File: src/rtl/gb_load_pkg.sv
// Shared types and default image layout for the Green Beret ROM download path.
// The address-boundary constants also size the MAIN/VIDEO ROMs.
package gb_load_pkg;

   localparam int          GB_ADDR_W    = 18;
   localparam logic [17:0] GB_TOTAL_LEN = 18'h20220;
   localparam logic [17:0] GB_CPU_END   = 18'h0C000;
   localparam logic [17:0] GB_BG_END    = 18'h10000;
   localparam logic [17:0] GB_SPR_END   = 18'h20000;
   localparam logic [17:0] GB_CNT_MAX   = 18'h3FFFF;

   typedef enum logic [2:0] {
      ST_BOOT   = 3'd0,
      ST_LOAD   = 3'd1,
      ST_SETTLE = 3'd2,
      ST_RUN    = 3'd3,
      ST_ERR    = 3'd4
   } gb_load_state_e;

   typedef enum logic [1:0] {
      RG_CPU  = 2'd0,
      RG_BG   = 2'd1,
      RG_SPR  = 2'd2,
      RG_PROM = 2'd3
   } gb_region_e;

endpackage

File: src/rtl/gb_region_dec.sv
// Combinational image-address decoder: picks the ROM region (first match wins)
// and returns the address relative to that region's base.
import gb_load_pkg::*;

module gb_region_dec #(
   parameter logic [17:0] CPU_END = GB_CPU_END,
   parameter logic [17:0] BG_END  = GB_BG_END,
   parameter logic [17:0] SPR_END = GB_SPR_END
) (
   input  logic [17:0] addr,
   output logic [1:0]  region,
   output logic [17:0] rel_addr
);

   always_comb begin
      region   = RG_PROM;
      rel_addr = addr - SPR_END;
      if (addr < CPU_END) begin
         region   = RG_CPU;
         rel_addr = addr;
      end else if (addr < BG_END) begin
         region   = RG_BG;
         rel_addr = addr - CPU_END;
      end else if (addr < SPR_END) begin
         region   = RG_SPR;
         rel_addr = addr - BG_END;
      end
   end

endmodule

File: src/rtl/gb_rom_loader.sv
// Green Beret ROM download sequencer: routes the byte stream to the ROM regions
// and holds the core in reset until a complete image has settled.
// Optional build macro GB_LOAD_CSUM_EN adds a csum port and a checksum gate on RUN.
//
// Handshake: a byte is taken in any cycle where the FSM is in LOAD and both
// dl_en and dl_wr are high; there is no backpressure, one byte per cycle is
// sustained, and the region pulse plus wr_addr/wr_data appear one cycle later.
import gb_load_pkg::*;

module gb_rom_loader #(
   parameter logic [17:0] TOTAL_LEN  = GB_TOTAL_LEN,
   parameter logic [17:0] CPU_END    = GB_CPU_END,
   parameter logic [17:0] BG_END     = GB_BG_END,
   parameter logic [17:0] SPR_END    = GB_SPR_END,
   parameter int          SETTLE_CYC = 16,
   parameter logic [7:0]  EXP_CSUM   = 8'h00
) (
   input  logic        clk48M,
   input  logic        reset,
   input  logic        dl_en,
   input  logic        dl_wr,
   input  logic [17:0] dl_addr,
   input  logic [7:0]  dl_data,
   output logic        cpu_we,
   output logic        bg_we,
   output logic        spr_we,
   output logic        prom_we,
   output logic [17:0] wr_addr,
   output logic [7:0]  wr_data,
   output logic        core_reset,
   output logic        load_done,
   output logic        load_err,
   output logic [17:0] byte_cnt,
`ifdef GB_LOAD_CSUM_EN
   output logic [7:0]  csum,
`endif
   output logic [2:0]  dbg_state
);

   localparam logic [7:0] SETTLE_TC = 8'(SETTLE_CYC - 1);

   gb_load_state_e state, state_n;
   logic           dl_en_q;
   logic [7:0]     settle_cnt;
   logic [1:0]     dec_region;
   logic [17:0]    dec_rel;
   logic           accept, in_range, dl_rise, settle_tc, image_ok, load_entry;

   gb_region_dec #(
      .CPU_END (CPU_END),
      .BG_END  (BG_END),
      .SPR_END (SPR_END)
   ) u_dec (
      .addr     (dl_addr),
      .region   (dec_region),
      .rel_addr (dec_rel)
   );

   assign accept     = (state == ST_LOAD) && dl_en && dl_wr;
   assign in_range   = dl_addr < TOTAL_LEN;
   assign dl_rise    = dl_en && !dl_en_q;
   assign settle_tc  = settle_cnt == SETTLE_TC;
   assign load_entry = (state_n == ST_LOAD) && (state != ST_LOAD);

`ifdef GB_LOAD_CSUM_EN
   assign image_ok = (byte_cnt == TOTAL_LEN) && !load_err && (csum == EXP_CSUM);
`else
   assign image_ok = (byte_cnt == TOTAL_LEN) && !load_err;
`endif

   always_comb begin
      state_n = state;
      case (state)
         ST_BOOT:   if (dl_en) state_n = ST_LOAD;
         ST_LOAD:   if (!dl_en) state_n = ST_SETTLE;
         ST_SETTLE: begin
            // a new download always wins over the terminal-count verdict
            if (dl_rise)        state_n = ST_LOAD;
            else if (settle_tc) state_n = image_ok ? ST_RUN : ST_ERR;
         end
         ST_RUN:    if (dl_en) state_n = ST_LOAD;
         ST_ERR:    if (dl_rise) state_n = ST_LOAD;
         default:   state_n = ST_BOOT;
      endcase
   end

   // Status outputs are registered from the next state so they line up with it.
   always_ff @(posedge clk48M or posedge reset) begin
      if (reset) begin
         state      <= ST_BOOT;
         dl_en_q    <= 1'b0;
         settle_cnt <= '0;
         core_reset <= 1'b1;
         load_done  <= 1'b0;
         dbg_state  <= ST_BOOT;
      end else begin
         state      <= state_n;
         dl_en_q    <= dl_en;
         settle_cnt <= ((state == ST_SETTLE) && (state_n == ST_SETTLE)) ? settle_cnt + 8'd1 : 8'd0;
         core_reset <= state_n != ST_RUN;
         load_done  <= state_n == ST_RUN;
         dbg_state  <= state_n;
      end
   end

   always_ff @(posedge clk48M or posedge reset) begin
      if (reset) begin
         cpu_we   <= 1'b0;
         bg_we    <= 1'b0;
         spr_we   <= 1'b0;
         prom_we  <= 1'b0;
         wr_addr  <= '0;
         wr_data  <= '0;
         byte_cnt <= '0;
         load_err <= 1'b0;
`ifdef GB_LOAD_CSUM_EN
         csum     <= '0;
`endif
      end else begin
         cpu_we  <= 1'b0;
         bg_we   <= 1'b0;
         spr_we  <= 1'b0;
         prom_we <= 1'b0;
         if (load_entry) begin
            byte_cnt <= '0;
            load_err <= 1'b0;
`ifdef GB_LOAD_CSUM_EN
            csum     <= '0;
`endif
         end else if (accept) begin
            if (in_range) begin
               cpu_we  <= dec_region == RG_CPU;
               bg_we   <= dec_region == RG_BG;
               spr_we  <= dec_region == RG_SPR;
               prom_we <= dec_region == RG_PROM;
               wr_addr <= dec_rel;
               wr_data <= dl_data;
               if (byte_cnt != GB_CNT_MAX) byte_cnt <= byte_cnt + 18'd1;
`ifdef GB_LOAD_CSUM_EN
               csum    <= csum + dl_data;
`endif
            end else begin
               load_err <= 1'b1;
            end
         end else if (state_n == ST_ERR) begin
            load_err <= 1'b1;
         end
      end
   end

endmodule

File: config.mk
export PLATFORM = sky130hd
export DESIGN_NAME = gb_rom_loader
export DESIGN_NICKNAME = d
export VERILOG_FILES = /design/src/rtl/gb_load_pkg.sv /design/src/rtl/gb_region_dec.sv /design/src/rtl/gb_rom_loader.sv
export SDC_FILE = /design/constraint.sdc
export NUM_CORES = 1
export LEC_CHECK = 0
export ABC_AREA = 1
export BUFFER_PORTS_ARGS = -buffer_cell sky130_fd_sc_hd__buf_4
export CAP_MARGIN = 5
export CELL_PAD_IN_SITES_DETAIL_PLACEMENT = 1
export CELL_PAD_IN_SITES_GLOBAL_PLACEMENT = 1
export CORE_UTILIZATION = 38
export CTS_CLUSTER_SIZE = 28
export DETAILED_ROUTE_END_ITERATION = 12
export PLACE_DENSITY = 0.79
export SYNTH_ARGS = -nofsm -noshare
export SYNTH_HDL_FRONTEND = slang
export SYNTH_HIERARCHICAL = 1
export SYNTH_SLANG_ARGS = --single-unit
File: constraint.sdc
create_clock -name clk48M -period 2.2 [get_ports clk48M]
set_input_delay 0.11 -clock clk48M [delete_from_list [all_inputs] [get_ports clk48M]]
set_output_delay 0.11 -clock clk48M [all_outputs]
set_load 0.005 [all_outputs]
==> reports/qor_table.md <==
| Result | This run |
|---|---|
| Run status | complete, no violations |
| Via count of the first global-routing pass | 3,214 |
| Share of layout cells above drive strength 1 | 24.95% |
| Fraction of the mapped netlist area in simple logic gates | 34.20% |
| Per-instance average area after synthesis | 7.674 um^2 |
| Grt met3 use | 4.450% |
| Headroom to the max-slew limit | 57.60% |
| Floorplan die width | 94.21 um |
| Routed vias/inst | 4.672 |
| Type of destination of the critical path | flip-flop |
| Post-route setup TNS | 0 ns |
| Internal cell power | 0.002860 W |
| Setup repair after global routing missed its margin | false |
| Power share of the sequential group | 39.1% |
| Setup crit start kind | flip-flop |
| Area share of the leading cell type in the synthesized netlist | 48.02% |
| Reg2reg setup slack | 0.16 ns |
| Cells on Worst Hold Path | 4 |
| Register-to-Register Path Depth | 10 |
| Die extent in y | 94.21 um |
| CTS tree | built |
| Starting Density | 39.32% |
| EDFF count, synth | 0 |
| Fill cell instance count of the final layout | 1,007 |
| Synthesized-area fraction occupied by adder cells | 1.549% |
| Register area share after synthesis | 48.84% |
| Max-slew violation total from the final report | 0 |
| Clock input transition at the sequential cells of the worst setup and hold paths | 0.07 ns |
| Die Area | 8875 um^2 |
| Placement Rows | 33 |
| Total gr overflow | 0 |
| Post-route DRC | 0 |
| Synth top cells by count | nand2_1 (149), dfrtp_1 (62), nor2_1 (52), inv_1 (49), nand3_1 (21) |
| Area of the placeable core | 8217 um^2 |
| Parity-gate share of the synthesized area counting xor and xnor cells | 1.898% |
| Maximum VDD drop | 0.4334 mV |
| Critical R2R Capture | byte_cnt[7] |
| Fmax | 0.4899 GHz |
| Combinational family with the most area after synthesis | simple AND/OR/NAND/NOR gates |
| Arrival time at the worst endpoint | 2.28 ns |
| Number of register bits inferred by synthesis | 63 |
| Switching part of the total | 31.14% |
| Most used DFF post-synth | dfrtp_1 |
| Library cells used by synthesis | 29 |
| Post-synthesis instance area | 3231 um^2 |
| Level count of the clock H-tree | 3 |
| Clock latency reported for the late side of the worst-skew pair | 0.35 ns |
| First-pass GRT wire length | 15,270 um |
| Hold EP | cpu_we |
| Area Growth Syn to Fin | 36.72% |
| Quantity of I/O buffers inserted on ports | 83 |
| Post-DP HPWL | 6183 um |
| Net load switching power | 0.001293 W |
| CP max FO | 12 |
| Number of primary I/O pins | 84 |
| Buffer levels on the longest clock path | 2 |
| Worst Setup Path Type | reg -> reg |
| Total number of nets in the final design | 558 |
| Area contributors post-synth | dfrtp_1 (48%), nand2_1 (17%), nor2_1 (6.0%), inv_1 (5.7%), buf_4 (3.5%) |
| Part of the cycle the worst path needs | 92.78% |
| Most crowded layer after global routing | met2 |
| Met2 global-route usage | 38.04% |
| Static Leak | 2.340 nW |
| Dominant cell by count in the synthesized netlist | nand2_1 |
| Final count of negative-setup-slack endpoints | 0 |
| Total power | 0.004153 W |
| Number of design-rule violations left by the first detailed-router iteration | 61 |
| Data required time of the worst path | 2.44 ns |
| Total power per unit cell area | 940.3 nW/um^2 |
| Num Clock Sinks | 63 |
| Cell taking the most area after synthesis | dfrtp_1 |
| TritonCTS Buffers | 9 |
| Worst-Margin Slew | 0.6351 ns |
| Number of warnings printed during yosys synthesis | 6 |
| Cell at the root of the clock tree | clkbuf_8 |
| Syn_nets | 455 |
| Maximum number of pins on one net before global-route repair | 37 |
| Shortest period the worst path allows | 2.041 ns |
| Routed length per instance | 14.34 um |
| Final Hold Slack | 0.07463 ns |
| Routed via count | 2,962 |
| Overall global routing resource usage | 22.60% |
| Class of the worst hold path | in -> reg |
| Fraction of registers with async set or reset after synthesis | 100.0% |
| Grt met1 use | 28.02% |
| Gate power share | 29.8% |
| Endpoints failing hold | 0 |
| Critical hold path startpoint | dl_addr[17] |
| Proportion of synthesized area in mux cells | 0% |
| MaxCap Viol Count | 0 |
| Iteration count of the initial detailed-routing pass | 4 |
| Clock group share of total power | 31.1% |
| Routability-driven placement congestion ratio | 0.8438 |
| Gate Count Post-Synth | 421 |
| Post-Route WL | 9093 um |
| Compound-Gate Fraction of Synth Area | 2.866% |
| Placed cells | 591 |
| Clock Skew | 0.008337 ns |
| Number of antenna violations at the first check in global routing | 0 |
| Startpoint of the worst register-to-register path | state[1] |
| Number of diodes added for antenna fixing | 0 |
| Residual antenna-violating net count after detailed routing | 0 |
| Final instance count without filler cells | 634 |
-- power groups by stage --
stage	registers [W]	logic, W	clock network (W)
after floorplan	0.00164	0.000526	0
after global placement	0.00162	0.00113	0
after detailed placement	0.00164	0.00118	0
after CTS	0.00162	0.00122	0.00132
after global routing	0.00166	0.00139	0.00137
final	0.00162	0.00124	0.00129
-- layout make-up --
type	count	area, um^2	area share [%]
multi-input combinational	285	1326	30.03
clock inverter	5	103.9	2.351
sequential	63	1578	35.72
timing repair buffer	114	928.4	21.02
tap	105	131.4	2.975
inverter	51	197.7	4.476
clock buffer	11	151.4	3.428
-- critical path, cell delays in order (launching register included) --
cell     delay, ns
dfrtp_1       0.46
inv_2         0.10
nand3_1       0.11
nor2_2        0.14
nand2_1       0.15
a21oi_4       0.28
nand2_4       0.17
inv_1         0.22
nand4_1       0.14
nor2_1        0.11
nor2_1        0.05
-- repair_timing --
item | in CTS | in global routing
endpoints found under the setup margin | 0 | 15
resized for setup | 0 | 6
hold buffers | 24 | 0
endpoints found under the hold margin | 49 | 0
setup buffers | 0 | 3
-- stage by stage --
stage | util [%] | cell area (um^2) | setup WS, ns
3_5_place_dp | 47.16 | 3875 | 0.1091
3_3_place_gp | 47.16 | 3875 | 0.1601
5_1_grt | 53.75 | 4417 | 0.004903
4_1_cts | 53.19 | 4370 | 0.08493
2_1_floorplan | - | 3231 | 0.4700
6_report | 53.75 | 4417 | 0.1587
-- routing by layer --
metal	share of wire, %	up-vias	routed length (um)
li1	-	1481	-
met1	45	1409	4054
met2	50	62	4521
met3	4.3	10	390
met4	1.4	0	126
met5	0	-	0
-- cell usage in the layout (no fill, tap or decap) --
master	netlist	final
nand2_4	0	1
a21oi_1	7	7
nor3b_1	2	2
dlygate4sd3_1	0	24
nand3b_1	1	1
bufinv_16	0	3
nand2_1	149	149
dfrtp_1	62	62
and3_1	2	2
ha_1	4	3
clkinv_4	0	1
nand3_2	3	3
xor2_1	5	5
o21ai_0	4	4
clkinvlp_4	0	1
dfstp_2	1	1
clkbuf_8	0	11
buf_4	15	89
nor2_4	2	2
inv_4	0	1
buf_12	0	1
ha_2	0	1
nand4_1	7	7
nor2_2	9	10
nand3_1	21	21
xnor2_1	2	2
a211oi_2	1	1
clkinv_2	0	1
o21bai_1	1	1
a21oi_4	0	1
a31o_2	1	1
nor2_1	52	51
inv_2	2	2
nor3_1	9	9
nand2_2	2	1
inv_1	49	47
-- state kept, by name, summed over array words and instances (netlist names) --
name / flops
settle_cnt: 8
wr_data: 8
cpu_we: 1
bg_we: 1
core_reset: 1
load_done: 1
byte_cnt: 18
wr_addr: 18
spr_we: 1
load_err: 1
state: 3
prom_we: 1
dl_en_q: 1
-- worst max-delay path by stage --
stage / startpoint / endpoint / slack, ns
after global routing: state[1] / byte_cnt[13] / 0.005
final: state[1] / byte_cnt[7] / 0.16
after CTS: byte_cnt[0] / byte_cnt[13] / 0.08
after detailed placement: byte_cnt[0] / byte_cnt[13] / 0.11
after floorplan: byte_cnt[0] / byte_cnt[17] / 0.47
after global placement: state[1] / byte_cnt[7] / 0.16
-- logic make-up after synthesis --
| family | after synthesis |
|---|---|
| buf+inv | 73 |
| xor+xnor | 7 |
| flops | 63 |
| simple gates | 259 |
| fa+ha+maj | 4 |
| compound gates | 15 |
Power figures use the tool's default switching activity.
